--- src/rtl/logic_sweep_driver_if.sv ---
// -----------------------------------------------------------------------------
// Module      : logic_sweep_driver_if
// Description : Bundle of control, status and mux-facing signals of the
//               logic sweep driver.
//               slave  : the sweep driver itself
//                        (takes start/abort/mux_in, drives everything else)
//               master : the controller / mux side (the reverse directions)
// Ports (signals):
//   start, abort          control into the driver
//   mux_in                output of the mux under test
//   x_out, y_out, sel_out vector driven onto the mux
//   busy, done            sweep status
//   result, err_mask      8-bit capture and mismatch tables
//   error                 OR of err_mask
// Revision    : 1.0 - initial release
// -----------------------------------------------------------------------------
`default_nettype none

interface logic_sweep_driver_if;
    logic       start;
    logic       abort;
    logic       mux_in;
    logic       x_out;
    logic       y_out;
    logic       sel_out;
    logic       busy;
    logic       done;
    logic [7:0] result;
    logic [7:0] err_mask;
    logic       error;

    modport slave (
        input  start, abort, mux_in,
        output x_out, y_out, sel_out, busy, done, result, err_mask, error
    );

    modport master (
        output start, abort, mux_in,
        input  x_out, y_out, sel_out, busy, done, result, err_mask, error
    );
endinterface

`default_nettype wire

--- src/rtl/logic_sweep_driver.sv ---
// -----------------------------------------------------------------------------
// Module      : logic_sweep_driver
// Description : On-chip self-test stimulus/capture stage for the and/or
//               selector mux. Walks {sel,x,y} through 0..7, holds each vector
//               SETTLE cycles, samples the mux output and compares it against
//               out = sel ? (x & y) : (x | y).
// Ports:
//   clk    in  rising-edge clock
//   rst_n  in  asynchronous active-low reset
//   bus    logic_sweep_driver_if.slave
//          start/abort/mux_in in; x_out/y_out/sel_out/busy/done/result/
//          err_mask/error out
// Parameters:
//   SETTLE  cycles each vector is held before sampling (1..15)
// Revision    : 1.0 - initial release
// -----------------------------------------------------------------------------
`default_nettype none

module logic_sweep_driver #(
    parameter int SETTLE = 1
) (
    input  wire                    clk,
    input  wire                    rst_n,
    logic_sweep_driver_if.slave    bus
);

    localparam logic [3:0] c_settle = 4'(SETTLE);
    localparam logic [2:0] c_last   = 3'd7;

    typedef enum logic [1:0] {
        ST_IDLE   = 2'd0,
        ST_WAIT   = 2'd1,
        ST_SAMPLE = 2'd2,
        ST_DONE   = 2'd3
    } state_t;

    state_t     state_q,    state_d;
    logic [2:0] idx_q,      idx_d;
    logic [3:0] wait_cnt_q, wait_cnt_d;
    logic       busy_q,     busy_d;
    logic       done_q,     done_d;
    logic [7:0] result_q,   result_d;
    logic [7:0] err_mask_q, err_mask_d;

    logic       w_expected;

    // Reference mux function for vector i = {sel,x,y}.
    function automatic logic exp_bit(input logic [2:0] i);
        return i[2] ? (i[1] & i[0]) : (i[1] | i[0]);
    endfunction

    always_comb begin
        state_d    = state_q;
        idx_d      = idx_q;
        wait_cnt_d = wait_cnt_q;
        busy_d     = busy_q;
        done_d     = 1'b0;
        result_d   = result_q;
        err_mask_d = err_mask_q;
        w_expected = exp_bit(idx_q);

        case (state_q)
            ST_IDLE: begin
                // abort has priority over start
                if (bus.start && !bus.abort) begin
                    idx_d      = 3'd0;
                    result_d   = 8'h00;
                    err_mask_d = 8'h00;
                    busy_d     = 1'b1;
                    wait_cnt_d = c_settle;
                    state_d    = ST_WAIT;
                end
            end

            ST_WAIT: begin
                if (bus.abort) begin
                    busy_d  = 1'b0;
                    state_d = ST_IDLE;
                end else begin
                    wait_cnt_d = wait_cnt_q - 4'd1;
                    if (wait_cnt_q <= 4'd1) begin
                        state_d = ST_SAMPLE;
                    end
                end
            end

            ST_SAMPLE: begin
                // An aborted SAMPLE cycle leaves the tables untouched.
                if (bus.abort) begin
                    busy_d  = 1'b0;
                    state_d = ST_IDLE;
                end else begin
                    result_d[idx_q]   = bus.mux_in;
                    // Case inequality so an X/Z on the mux output is flagged.
                    err_mask_d[idx_q] = (bus.mux_in !== w_expected);
                    if (idx_q != c_last) begin
                        idx_d      = idx_q + 3'd1;
                        wait_cnt_d = c_settle;
                        state_d    = ST_WAIT;
                    end else begin
                        busy_d  = 1'b0;
                        done_d  = 1'b1;
                        state_d = ST_DONE;
                    end
                end
            end

            ST_DONE: begin
                state_d = ST_IDLE;
            end

            default: begin
                busy_d  = 1'b0;
                state_d = ST_IDLE;
            end
        endcase
    end

    always_ff @(posedge clk or negedge rst_n) begin
        if (!rst_n) begin
            state_q    <= ST_IDLE;
            idx_q      <= 3'd0;
            wait_cnt_q <= 4'd0;
            busy_q     <= 1'b0;
            done_q     <= 1'b0;
            result_q   <= 8'h00;
            err_mask_q <= 8'h00;
        end else begin
            state_q    <= state_d;
            idx_q      <= idx_d;
            wait_cnt_q <= wait_cnt_d;
            busy_q     <= busy_d;
            done_q     <= done_d;
            result_q   <= result_d;
            err_mask_q <= err_mask_d;
        end
    end

    // The vector index is the driven vector: {sel,x,y} == idx.
    assign bus.sel_out  = idx_q[2];
    assign bus.x_out    = idx_q[1];
    assign bus.y_out    = idx_q[0];
    assign bus.busy     = busy_q;
    assign bus.done     = done_q;
    assign bus.result   = result_q;
    assign bus.err_mask = err_mask_q;
    assign bus.error    = |err_mask_q;

endmodule

`default_nettype wire

--- src/flat_wrapper.sv ---
// flat-port wrapper written by rule: the top's interface ports become plain ports
module logic_sweep_driver_flat 
#(
    parameter int SETTLE = 1
)
  (clk, rst_n, bus_start, bus_abort, bus_mux_in, bus_x_out, bus_y_out, bus_sel_out, bus_busy, bus_done, bus_result, bus_err_mask, bus_error);
  logic_sweep_driver_if bus_i ();
  input  wire clk;
  input  wire rst_n;
  input wire logic [$bits(bus_i.start)-1:0] bus_start;
  input wire logic [$bits(bus_i.abort)-1:0] bus_abort;
  input wire logic [$bits(bus_i.mux_in)-1:0] bus_mux_in;
  output wire logic [$bits(bus_i.x_out)-1:0] bus_x_out;
  output wire logic [$bits(bus_i.y_out)-1:0] bus_y_out;
  output wire logic [$bits(bus_i.sel_out)-1:0] bus_sel_out;
  output wire logic [$bits(bus_i.busy)-1:0] bus_busy;
  output wire logic [$bits(bus_i.done)-1:0] bus_done;
  output wire logic [$bits(bus_i.result)-1:0] bus_result;
  output wire logic [$bits(bus_i.err_mask)-1:0] bus_err_mask;
  output wire logic [$bits(bus_i.error)-1:0] bus_error;
  assign bus_i.start = bus_start;
  assign bus_i.abort = bus_abort;
  assign bus_i.mux_in = bus_mux_in;
  assign bus_x_out = bus_i.x_out;
  assign bus_y_out = bus_i.y_out;
  assign bus_sel_out = bus_i.sel_out;
  assign bus_busy = bus_i.busy;
  assign bus_done = bus_i.done;
  assign bus_result = bus_i.result;
  assign bus_err_mask = bus_i.err_mask;
  assign bus_error = bus_i.error;
  logic_sweep_driver #(.SETTLE(SETTLE)) u_core (.clk(clk), .rst_n(rst_n), .bus(bus_i));
endmodule
--- config.mk ---
export PLATFORM = sky130hd
export DESIGN_NAME = logic_sweep_driver_flat
export DESIGN_NICKNAME = d
export VERILOG_FILES = /design/src/rtl/logic_sweep_driver_if.sv /design/src/rtl/logic_sweep_driver.sv /design/src/flat_wrapper.sv
export SDC_FILE = /design/constraint.sdc
export NUM_CORES = 1
export LEC_CHECK = 0
export BUFFER_PORTS_ARGS = -buffer_cell sky130_fd_sc_hd__buf_2
export CAP_MARGIN = 25
export CORE_UTILIZATION = 30
export DETAILED_ROUTE_END_ITERATION = 12
export HOLD_SLACK_MARGIN = 0.06
export SLEW_MARGIN = 20
export SYNTH_ARGS = -nofsm -noshare
export SYNTH_HDL_FRONTEND = slang
export SYNTH_SLANG_ARGS = --single-unit
--- constraint.sdc ---
create_clock -name clk -period 2.1 [get_ports clk]
set_clock_uncertainty 0.2 [all_clocks]
set_input_delay 0.315 -clock clk [delete_from_list [all_inputs] [get_ports clk]]
set_output_delay 0.315 -clock clk [all_outputs]
set_load 0.01 [all_outputs]
* Word-level counts from Yosys, hierarchy flattened
Index checks and enable logic that the tools add are counted.
Cells by class: reductions and logical operators 12, equal/unequal tests 12, magnitude comparators 3, muxes and demuxes 33, shift operators 0, bitwise operators 2, $mul 0, divide/modulo/power cells 0, add/sub/neg operators 2
Operator list (number):
- $pmux 8 s2 | 2
- $mux 8 | 3
- $bwmux 8 | 2
- $mux 4 | 4
- $pmux 4 s3 | 1
- $mux 2 | 5
- $mux 1 | 9
- $mux 3 | 3
- $pmux 2 s4 | 1
- $reduce_and 4->1 | 2
- $reduce_or 8->1 | 1
- $ne 2x2->1 const B | 3
- $ne 3x3->1 const B | 2
- $pmux 3 s2 | 1
- $reduce_and 5->1 | 1
- $eq 2x2->1 const B | 2
- $le 4x1->1 const B | 1
- $lt 3x4->1 const B | 1
- $ne 2x1->1 const B | 2
- $sub 4x1->4 const B | 1
- $add 3x1->3 const B | 1
- $demux 1 s3 | 1
- $ge 3x1->1 const B | 1
- $ne 3x2->1 const B | 1
- 12 further kinds | 13
Word-level totals: bits in registers 27, memory bits (writable) 0, latch bits 0, bits of input ports 5, memories kept 0, bits in read-only memories 0, output and inout port bits 22, word-level logic and storage cells 71

* Depth between registers and ports, before layout
word-level depth 7, mapped depth 8, gate-level depth less buffers 6

* Worst setup path before layout
Ideal clock, no wire load.
path type flip-flop to flip-flop, start reg u_core.idx_q[0], end reg u_core.wait_cnt_q[2], period minus slack after synthesis 2.055 ns, setup time 0.122 ns, data arrival time 1.733 ns, buffers on the path 0, setup slack 0.045 ns, required time 1.778 ns, stages on the path, launching flop included 7, cell sequence dfrtp_1 > ha_1 > ha_1 > and2_1 > a2111oi_4 > o21ai_1 > a32o_1
On the way: longest elaborated chain between the ends 3
Ends and longest elaborated chain:
- from (decl) | line logic_sweep_driver.sv:38 | logic [2:0] idx_q, idx_d;
- from (signal assigned) | line logic_sweep_driver.sv:130 | idx_q <= idx_d;
- $ne 3x3->1 | line logic_sweep_driver.sv:96 | if (idx_q != c_last) begin
- $ne 2x1->1 (no line)
- $reduce_and 5->1 (no line)
- to (signal assigned) | line logic_sweep_driver.sv:131 | wait_cnt_q <= wait_cnt_d;
- to (decl) | line logic_sweep_driver.sv:39 | logic [3:0] wait_cnt_q, wait_cnt_d;
Every way passes these cells. A chain may end at the register's enable or synchronous reset.

* Worst setup path in the final report
Ends and elaborated chain as after synthesis.

==> flow_summary.json <==
{
  "drive_gt1_frac": 0.266,
  "finalInstanceArea_um2": 1880,
  "synth_area_um2": 1540,
  "p_per_area_nw_per_um2": 925,
  "grt_pass1_vias": 1177,
  "wl_um": 3250,
  "path_common_cell": "ha_2",
  "crit_slowest_cell": "dfrtp_1",
  "layout.nets": 205,
  "start_util": 0.318,
  "die_area_um2": 5430,
  "required_ns": 2.07,
  "drt_pass1_iterations": 4,
  "placed_cell_area_um2": 1780,
  "setup_viol": 0,
  "ys_seq_area_frac": 0.438,
  "hold_path_class": "input pin to flop",
  "die_h_um": 73.7,
  "clock-sinks": 27,
  "cts_root_buf": "clkbuf_8",
  "busiest_layer": "met2",
  "swShare": 0.381,
  "path_max_fanout": 5,
  "die_w_um": 73.7,
  "leakage_nw": 0.949,
  "port_buffers": 26,
  "cts_made_buffers": 3,
  "slew_violations": 0,
  "p_comb_frac": 0.453,
  "endpoint_kind": "flop",
  "cts_tree": "yes",
  "final-hold-violation-count": 0,
  "synth_warnings": 0,
  "setup_tns_ns": 0,
  "clockPowerShare": 0.178,
  "syn2layout_area_growth_pct": 22.1,
  "max-slew-margin-rel": 0.603,
  "h-tree-depth": 1,
  "internal-power_mw": 1.08,
  "synth_cell_types": 34,
  "grt_pass1_wl_um": 5610,
  "period_minus_slack_ns": 2.01,
  "fp.coreArea_um2": 4850,
  "rsz0062_at_grt": "yes",
  "fin_crit_sh": 0.957,
  "met3_usage": 0.0219,
  "wl_per_cell_um": 12.7,
  "grt_util_met1": 0.184,
  "clkLatencyLatePin_ns": 0.28,
  "gr-total-overflow": 0,
  "vias": 1214,
  "avgSynthCellArea_um2": 10.0,
  "seq_power_share": 0.369,
  "grt_use_met2": 0.221,
  "syn_nets": 170,
  "drt_iter0_markers": 50,
  "num_io_pins": 27,
  "arrival_ns": 1.98,
  "grt_max_degree": 28,
  "drc": 0,
  "total_power_mw": 1.74,
  "syn_inst": 154,
  "clkTransAtPathRegs_ns": 0.10,
  "worst-setup-path-type": "flop to flop",
  "grt_use_total": 0.138,
  "ant_nets": 0,
  "ys_ff_latch": 27,
  "antenna_found_initial": 0,
  "diodes": 0,
  "path_cells": "ha_2 > ha_2 > and2_4 > a2111oi_4 > buf_4 > o21ai_1 > a32o_1",
  "power.switching_mw": 0.664,
  "cap_violations": 0,
  "num_rows": 25,
  "worstSetupStartpointType": "flop",
  "vdd.ir_drop.worst_mv": 0.272,
  "tightest_slew_ns": 0.595,
  "worst_path_largest_cell_delay_ns": 0.39,
  "fmaxAchievable_ghz": 0.497,
  "via_per_inst": 4.76,
  "gp_congestion": 0.771,
  "clk_path_buf_depth": 2,
  "dpl.hpwl_um": 2460,
  "status": "finished clean"
}
-- critical path, delay by kind of cell, from the launching register on --
| kind | cells | cell delay, ns |
|---|---|---|
| buffers and inverters | 1 | 0.19 |
| AOI/OAI and AO/OA | 3 | 0.56 |
| DFF | 1 | 0.39 |
| adders and majority gates | 2 | 0.37 |
| and+or+nand+nor | 1 | 0.18 |
-- sequential cells by signal (all words and copies together), names as in the netlist --
name                 cells
u_core.idx_q             3
u_core.bus.done          1
u_core.bus.busy          1
u_core.wait_cnt_q        4
u_core.bus.err_mask      8
u_core.state_q           2
u_core.bus.result        8
-- power by group through the flow --
stage | Combinational, mW | Clock (mW) | Sequential [mW]
2_1_floorplan | 0.518 | 0 | 0.671
3_3_place_gp | 0.741 | 0 | 0.653
3_5_place_dp | 0.753 | 0 | 0.656
4_1_cts | 0.774 | 0.318 | 0.645
5_1_grt | 0.898 | 0.341 | 0.655
6_report | 0.789 | 0.309 | 0.643
-- timing repair --
| action | 4_1_cts | 5_1_grt |
|---|---|---|
| resized for setup | 1 | 7 |
| setup endpoints to repair | 1 | 19 |
| pin swaps | 1 | 1 |
| hold buffers | 1 | 0 |
| setup buffers | 1 | 0 |
| hold endpoints to repair | 27 | 0 |
-- per-layer routing --
layer,up-vias,routed length [µm]
li1,599,-
met1,589,1500
met2,21,1560
met3,5,124
met4,0,61
met5,-,0
-- cell usage after synthesis --
cell / count / area, µm²
o31ai_1: 1 / 7.51
a22o_1: 1 / 8.76
mux2_2: 1 / 11.3
mux2i_1: 17 / 170
nand2b_4: 1 / 13.8
clkbuf_1: 1 / 3.75
or3_1: 2 / 12.5
buf_6: 1 / 11.3
and3_1: 1 / 6.26
a211oi_1: 1 / 7.51
nand4_1: 3 / 18.8
nand2_1: 26 / 97.6
nand3_1: 3 / 15.0
nor4_2: 2 / 25.0
nand3b_1: 3 / 22.5
o21ai_0: 7 / 35.0
buf_2: 4 / 20.0
a32o_1: 2 / 20.0
ha_1: 11 / 138
a21oi_1: 5 / 25.0
o21ai_1: 2 / 10.0
dfrtp_1: 27 / 676
nor3_1: 1 / 5.00
o32ai_1: 1 / 8.76
o21a_1: 2 / 15.0
nor2b_1: 1 / 6.26
a2111oi_4: 1 / 27.5
nor2_1: 4 / 15.0
and2_1: 3 / 18.8
nor4_1: 2 / 12.5
a211o_1: 1 / 8.76
nand2b_1: 1 / 6.26
a21o_1: 2 / 15.0
inv_1: 13 / 48.8
-- area by class of cell --
cell class / instances / area, µm²
clock buffers: 3 / 41.3
flip-flops and latches: 27 / 676
clock inverters: 1 / 7.51
multi-input cells: 108 / 818
fillers: 489 / 2970
repair buffers: 36 / 208
inverters: 13 / 48.8
well taps: 67 / 83.8
-- final timing paths --
check	slack (ns)	cells after the start	from	endpoint
max in group asynchronous	0.94	2	rst_n	u_core.wait_cnt_q[2]
min	0.1	2	bus_abort	u_core.bus.done
min in group asynchronous	0.37	2	rst_n	u_core.state_q[1]
max reg2reg	0.09	7	u_core.idx_q[0]	u_core.wait_cnt_q[2]
min reg2reg	0.33	2	u_core.bus.result[1]	u_core.bus.result[1]
max	0.09	7	u_core.idx_q[0]	u_core.wait_cnt_q[2]
-- placed cells by master (no fill, tap or decap), types with 2 or more instances in the layout --
cell      instances
or3_1             2
dfrtp_1          27
nor2_1            4
buf_4             9
clkbuf_8          3
a21oi_1           5
a32o_1            2
nor4_1            2
buf_2            26
nand3b_1          3
o21ai_0           7
and2_1            2
mux2i_1          17
nor4_4            2
nand2_1          26
nand4_1           3
inv_1            13
ha_2              2
ha_1              9
nand3_1           2
a21o_1            2
-- cells by family (layout without fill, tap and decap cells) --
kind of cell / after synthesis / after routing / synth area share
muxes: 18 / 18 / 0.118
DFF: 27 / 27 / 0.438
AOI/OAI and AO/OA: 26 / 26 / 0.122
and+or+nand+nor: 53 / 53 / 0.178
buffers and inverters: 19 / 53 / 0.0543
adders and majority gates: 11 / 11 / 0.0892
-- metrics by stage --
stage | cells | hold WS (ns) | utilization | setup WS, ns
finish | 255 | 0.0973 | 0.388 | 0.0899
global route | 255 | 0.109 | 0.388 | -0.0230
CTS | 255 | 0.0939 | 0.382 | 0.0349
detailed placement | 249 | 0.162 | 0.367 | -0.0211
global placement | 249 | 0.160 | 0.367 | 0.0763
floorplan | 154 | -0.181 | - | 0.0451
Note: power is estimated with default switching activity, not from simulation.
